**src/rtl/reg_file_sb.sv**
```systemverilog
`timescale 1ns/1ps
// reg_file_sb: register file with two combinational read ports, a pending-write (busy) scoreboard
// and a hardware clear sweep after reset. Define REGFILE_BYPASS_EN to forward same-cycle writes to reads.
module reg_file_sb #(
    parameter int DATA_W   = 16,
    parameter int ADDR_W   = 2,
    parameter bit ZERO_REG = 1'b0
) (
    input  logic              clk,
    input  logic              reset,
    output logic              ready,
    input  logic [ADDR_W-1:0] rd_addr_1,
    output logic [DATA_W-1:0] rd_dat_1,
    output logic              rd_busy_1,
    input  logic [ADDR_W-1:0] rd_addr_2,
    output logic [DATA_W-1:0] rd_dat_2,
    output logic              rd_busy_2,
    input  logic              wr_en,
    input  logic [ADDR_W-1:0] wr_addr,
    input  logic [DATA_W-1:0] wr_data,
    input  logic              rsv_en,
    input  logic [ADDR_W-1:0] rsv_addr,
    output logic              rsv_err
);
    localparam int DEPTH = 2 ** ADDR_W;

    typedef enum logic {INIT, RUN} state_t;

    state_t            state;
    state_t            state_nxt;
    logic [ADDR_W-1:0] sweep_cnt;
    logic [DATA_W-1:0] mem [DEPTH];
    logic [DEPTH-1:0]  busy;
    logic              run;
    logic              wr_ok;
    logic              rsv_ok;

    always_ff @(posedge clk or negedge reset) begin
        if (!reset)
            state <= INIT;
        else
            state <= state_nxt;
    end

    always_comb begin
        state_nxt = state;
        if (state == INIT && sweep_cnt == ADDR_W'(DEPTH - 1))
            state_nxt = RUN;
    end

    always_comb begin
        run   = (state == RUN);
        ready = run;
    end

    // Entry 0 silently absorbs writes and reservations when it is hardwired to zero.
    always_comb begin
        wr_ok  = run && wr_en  && !(ZERO_REG && wr_addr  == '0);
        rsv_ok = run && rsv_en && !(ZERO_REG && rsv_addr == '0);
    end

    always_ff @(posedge clk or negedge reset) begin
        if (!reset)
            sweep_cnt <= '0;
        else if (state == INIT)
            sweep_cnt <= sweep_cnt + 1'b1;
    end

    always_ff @(posedge clk) begin
        if (state == INIT)
            mem[sweep_cnt] <= '0;
        else if (wr_ok)
            mem[wr_addr] <= wr_data;
    end

    // Reserve is applied after the release so a same-cycle reserve leaves the entry busy.
    always_ff @(posedge clk or negedge reset) begin
        if (!reset) begin
            busy <= '0;
        end else begin
            if (wr_ok)
                busy[wr_addr] <= 1'b0;
            if (rsv_ok)
                busy[rsv_addr] <= 1'b1;
        end
    end

    always_ff @(posedge clk or negedge reset) begin
        if (!reset)
            rsv_err <= 1'b0;
        else
            rsv_err <= rsv_ok && busy[rsv_addr] && !(wr_ok && wr_addr == rsv_addr);
    end

    function automatic logic [DATA_W:0] read_port(input logic [ADDR_W-1:0] addr);
        logic [DATA_W:0] res;
        res = {busy[addr], mem[addr]};
`ifdef REGFILE_BYPASS_EN
        if (wr_ok && wr_addr == addr)
            res = {rsv_ok && rsv_addr == addr, wr_data};
`else
        res = {busy[addr], mem[addr]};
`endif
        if (!run || (ZERO_REG && addr == '0))
            res = '0;
        return res;
    endfunction

    always_comb {rd_busy_1, rd_dat_1} = read_port(rd_addr_1);
    always_comb {rd_busy_2, rd_dat_2} = read_port(rd_addr_2);

endmodule

```
**config.mk**
```make
export PLATFORM = sky130hd
export DESIGN_NAME = reg_file_sb
export DESIGN_NICKNAME = d
export VERILOG_FILES = /design/src/rtl/reg_file_sb.sv
export SDC_FILE = /design/constraint.sdc
export NUM_CORES = 1
export LEC_CHECK = 0
export CAP_MARGIN = 20
export CORE_AREA = 8 8 94 96
export DETAILED_ROUTE_END_ITERATION = 8
export DIE_AREA = 0 0 102 104
export GPL_ROUTABILITY_DRIVEN = 0
export GPL_TIMING_DRIVEN = 0
export PLACE_DENSITY = 0.71
export REMOVE_ABC_BUFFERS = 1
export SETUP_SLACK_MARGIN = 0.02
export SLEW_MARGIN = 10
export SYNTH_ARGS = -nofsm -noshare
export SYNTH_HDL_FRONTEND = slang
export SYNTH_SLANG_ARGS = --single-unit
```
**constraint.sdc**
```tcl
create_clock -name clk -period 6.36 [get_ports clk]
set_input_delay 1.272 -clock clk [delete_from_list [all_inputs] [get_ports clk]]
set_output_delay 1.272 -clock clk [all_outputs]
set_load 0.005 [all_outputs]
```
==> impl_metrics.env <==
export IMPL_status="finished clean"
export IMPL_synthTopCellsByArea="edfxtp_1, mux4_2, mux4_1"
export IMPL_grt_use_total=0.1482
export IMPL_grt_start_max_net_pins=44
export IMPL_startpoint_type="input pin"
export IMPL_path_clk_slew_ps=80
export IMPL_wl_met3_um=417
export IMPL_synth_adder_area_share=0.003489
export IMPL_area_growth_pct=27.29
export IMPL_crit_path_cell_trace="clkdlybuf4s50_1, buf_8, mux4_1, and2_1, clkdlybuf4s50_1"
export IMPL_yosys_area_share_simple=0.1068
export IMPL_place_hpwl_um=5247
export IMPL_cts_root_buf="clkbuf_8"
export IMPL_io_buffer_count=63
export IMPL_worstSetupEndpointType="primary output"
export IMPL_yosys_warnings=0
export IMPL_fin_area_sq_mm=0.004564
export IMPL_slew_violations=0
export IMPL_cp_common_cell="clkdlybuf4s50_1"
export IMPL_fin_nets=298
export IMPL_rr_endpoint="mem[3][0]"
export IMPL_max_freq_ghz=0.2032
export IMPL_antennaDiodeCount=0
export IMPL_final_setup_worst_slack_ps=1438
export IMPL_wl_per_cell_um=19.85
export IMPL_leakagePower_nw=1.685
export IMPL_syn_inst=205
export IMPL_max_slew_worst_pin_slew_ps=918.0
export IMPL_grt_pass1_vias=2290
export IMPL_synth_yosys_seq_area_share=0.5918
export IMPL_highest_layer="met4"
export IMPL_cts_sinks=72
export IMPL_ys_ff_latch=72
export IMPL_reg2regPathDepth=3
export IMPL_post_cts_buffers=0
export IMPL_row_count=32
export IMPL_postRouteAntennaNets=0
export IMPL_htreeDepth=3
export IMPL_timing_hold_ws_ps=541.4
export IMPL_dp_cells=360
export IMPL_ctsHoldBuffers=0
export IMPL_timing_final_crit_share=0.7740
export IMPL_grt_pass1_wl_um=11740
export IMPL_viasPerCell=5.596
export IMPL_cts_resized=0
export IMPL_whs_endpoint="busy[1]"
export IMPL_drive_above_1_share=0.1788
export IMPL_num_vias=2104
export IMPL_globalRouteOverflowTotal=0
export IMPL_cp_max_fo=11
export IMPL_pre_cts_ws_ps=1402
export IMPL_r2r_slack_ps=4560
export IMPL_synth_compound_area_frac=0.01884
export IMPL_drtPass1Iterations=4
export IMPL_io_pins=64
export IMPL_critPathSlowestCell="clkdlybuf4s50_1"
export IMPL_placed_area_sq_mm=0.004377
export IMPL_final_core_util=0.6129
export IMPL_required_ps=5090
export IMPL_die_w_um=102
export IMPL_cp_arrival_ps=3650
export IMPL_synth_xor_area_share=0.007327
export IMPL_synth_area_sq_mm=0.003586
export IMPL_wl_met2_um=3821
export IMPL_total_power_mw=1.022
export IMPL_rsz0062_at_grt="false"
export IMPL_finalCriticalPeriod_ps=4922
export IMPL_clock_path_buffers=2
export IMPL_start_util=0.4815
export IMPL_regToRegStartpoint="ready"
export IMPL_insertion_delay_ps=340
export IMPL_die_height_um=104
export IMPL_tns_ps=0
export IMPL_cts_buffers_inserted=9
export IMPL_hp_start="busy[1]"
export IMPL_route_layer_met1_wl_um=3000
export IMPL_wl_um=7465
export IMPL_cts_tree="yes"
export IMPL_die_area_sq_mm=0.01061
export IMPL_drtIter0Drc=77
export IMPL_slew_headroom=0.3861
export IMPL_final_hold_viol_count=0
export IMPL_final_instance_count_excl_fill=376
export IMPL_finClkSkew_ps=7.102
export IMPL_ir_drop_uv=140.4
export IMPL_drc=0
export IMPL_synthMuxAreaShare=0.2369
export IMPL_syn_mean_instance_area_sq_um=17.49
export IMPL_maxCapViolCount=0
export IMPL_antenna_found_initial=0
export IMPL_synth_top_cell_by_area="edfxtp_1"
export IMPL_max_stage_delay_ps=980
export IMPL_hold_path_class="flip-flop to flip-flop"
export IMPL_netlist_cell_type_count=29
export IMPL_holdPathStages=2
export IMPL_synth_top_cell_area_share=0.5359
export IMPL_critical_path_class="input pin to primary output"
export IMPL_powerDensity_mw_per_mm2=223.9
export IMPL_fillers=597
export IMPL_synth_top_family_by_area="multiplexers"
export IMPL_core_sq_mm=0.007447
export IMPL_setup_violations=0
[how the worst max path moves through the flow]
stage,start,endpoint,slack [ps]
floorplan,rd_addr_1[0],rd_busy_1,3140
global placement,wr_en,mem[0][7],1090
detailed placement,rd_addr_1[0],rd_dat_1[4],1400
CTS,rd_addr_1[0],rd_dat_1[4],1400
global route,rd_addr_2[0],rd_dat_2[2],1350
finish,rd_addr_2[0],rd_dat_2[2],1440
[final cells by class]
cell class,count,area [sq um],share of cell area
Sequential cell,72,2123,0.4652
Timing Repair Buffer,70,744.5,0.1631
Multi-Input combinational cell,114,1374,0.3010
Tap cell,102,127.6,0.02796
Clock inverter,6,60.06,0.01316
Inverter,2,7.507,0.001645
Clock buffer,10,127.6,0.02796
[flip-flops by register name (all words and copies together), names as in the netlist]
register   flops
busy           4
mem           64
ready          1
rsv_err        1
sweep_cnt      2
[cells in the final DEF, fill, tap and decap left out, types with 2 or more instances in the layout]
master	count
clkdlybuf4s50_1	63
edfxtp_1	64
clkbuf_8	9
and3_1	16
clkinv_2	3
clkinvlp_4	2
mux4_1	14
o21ai_0	4
dfrtp_1	7
o21ai_2	2
nand4b_1	2
nand2_1	4
mux2i_1	2
buf_8	5
o31ai_4	2
mux4_2	20
inv_1	2
and2_1	34
xor2_1	2
[power by group]
group	internal [mW]	switching (mW)	total, mW
clock	0.179	0.167	0.346
sequential	0.530	0.00735	0.537
combinational	0.0854	0.0534	0.139
total	0.794	0.228	1.02
[metal layers]
layer / up-vias / GRT usage
li1: 960 / -
met1: 1054 / 0.1667
met2: 72 / 0.2485
met3: 18 / 0.03280
met4: 0 / 0.08814
met5: - / 0
[synthesized netlist by cell type (all sizes together)]
master  number
or3          1
o31ai        3
xor2         2
nand4        1
or2          1
and2        34
o31a         1
inv          2
mux4        34
ha           1
mux2         1
clkbuf       7
nand3b       1
nand2b       1
and3        16
dfrtp        8
o21ai        6
nand2        4
mux2i        2
nand3        1
nand4b       2
xnor2        1
o22ai        1
edfxtp      64
buf         10
[worst max-delay path: cells and delay by family]
kind          cells  cell delay, ps
buf+inv           3            1650
simple gates      1             170
mux               1             560
[logic make-up (layout without fill, tap and decap cells)]
logic type / after synthesis / in the layout
simple gates: 62 / 62
flops: 72 / 72
compound gates: 11 / 11
fa+ha+maj: 1 / 1
buf+inv: 19 / 88
xor+xnor: 3 / 3
mux: 37 / 37
Note: power is estimated with default switching activity, not from simulation.
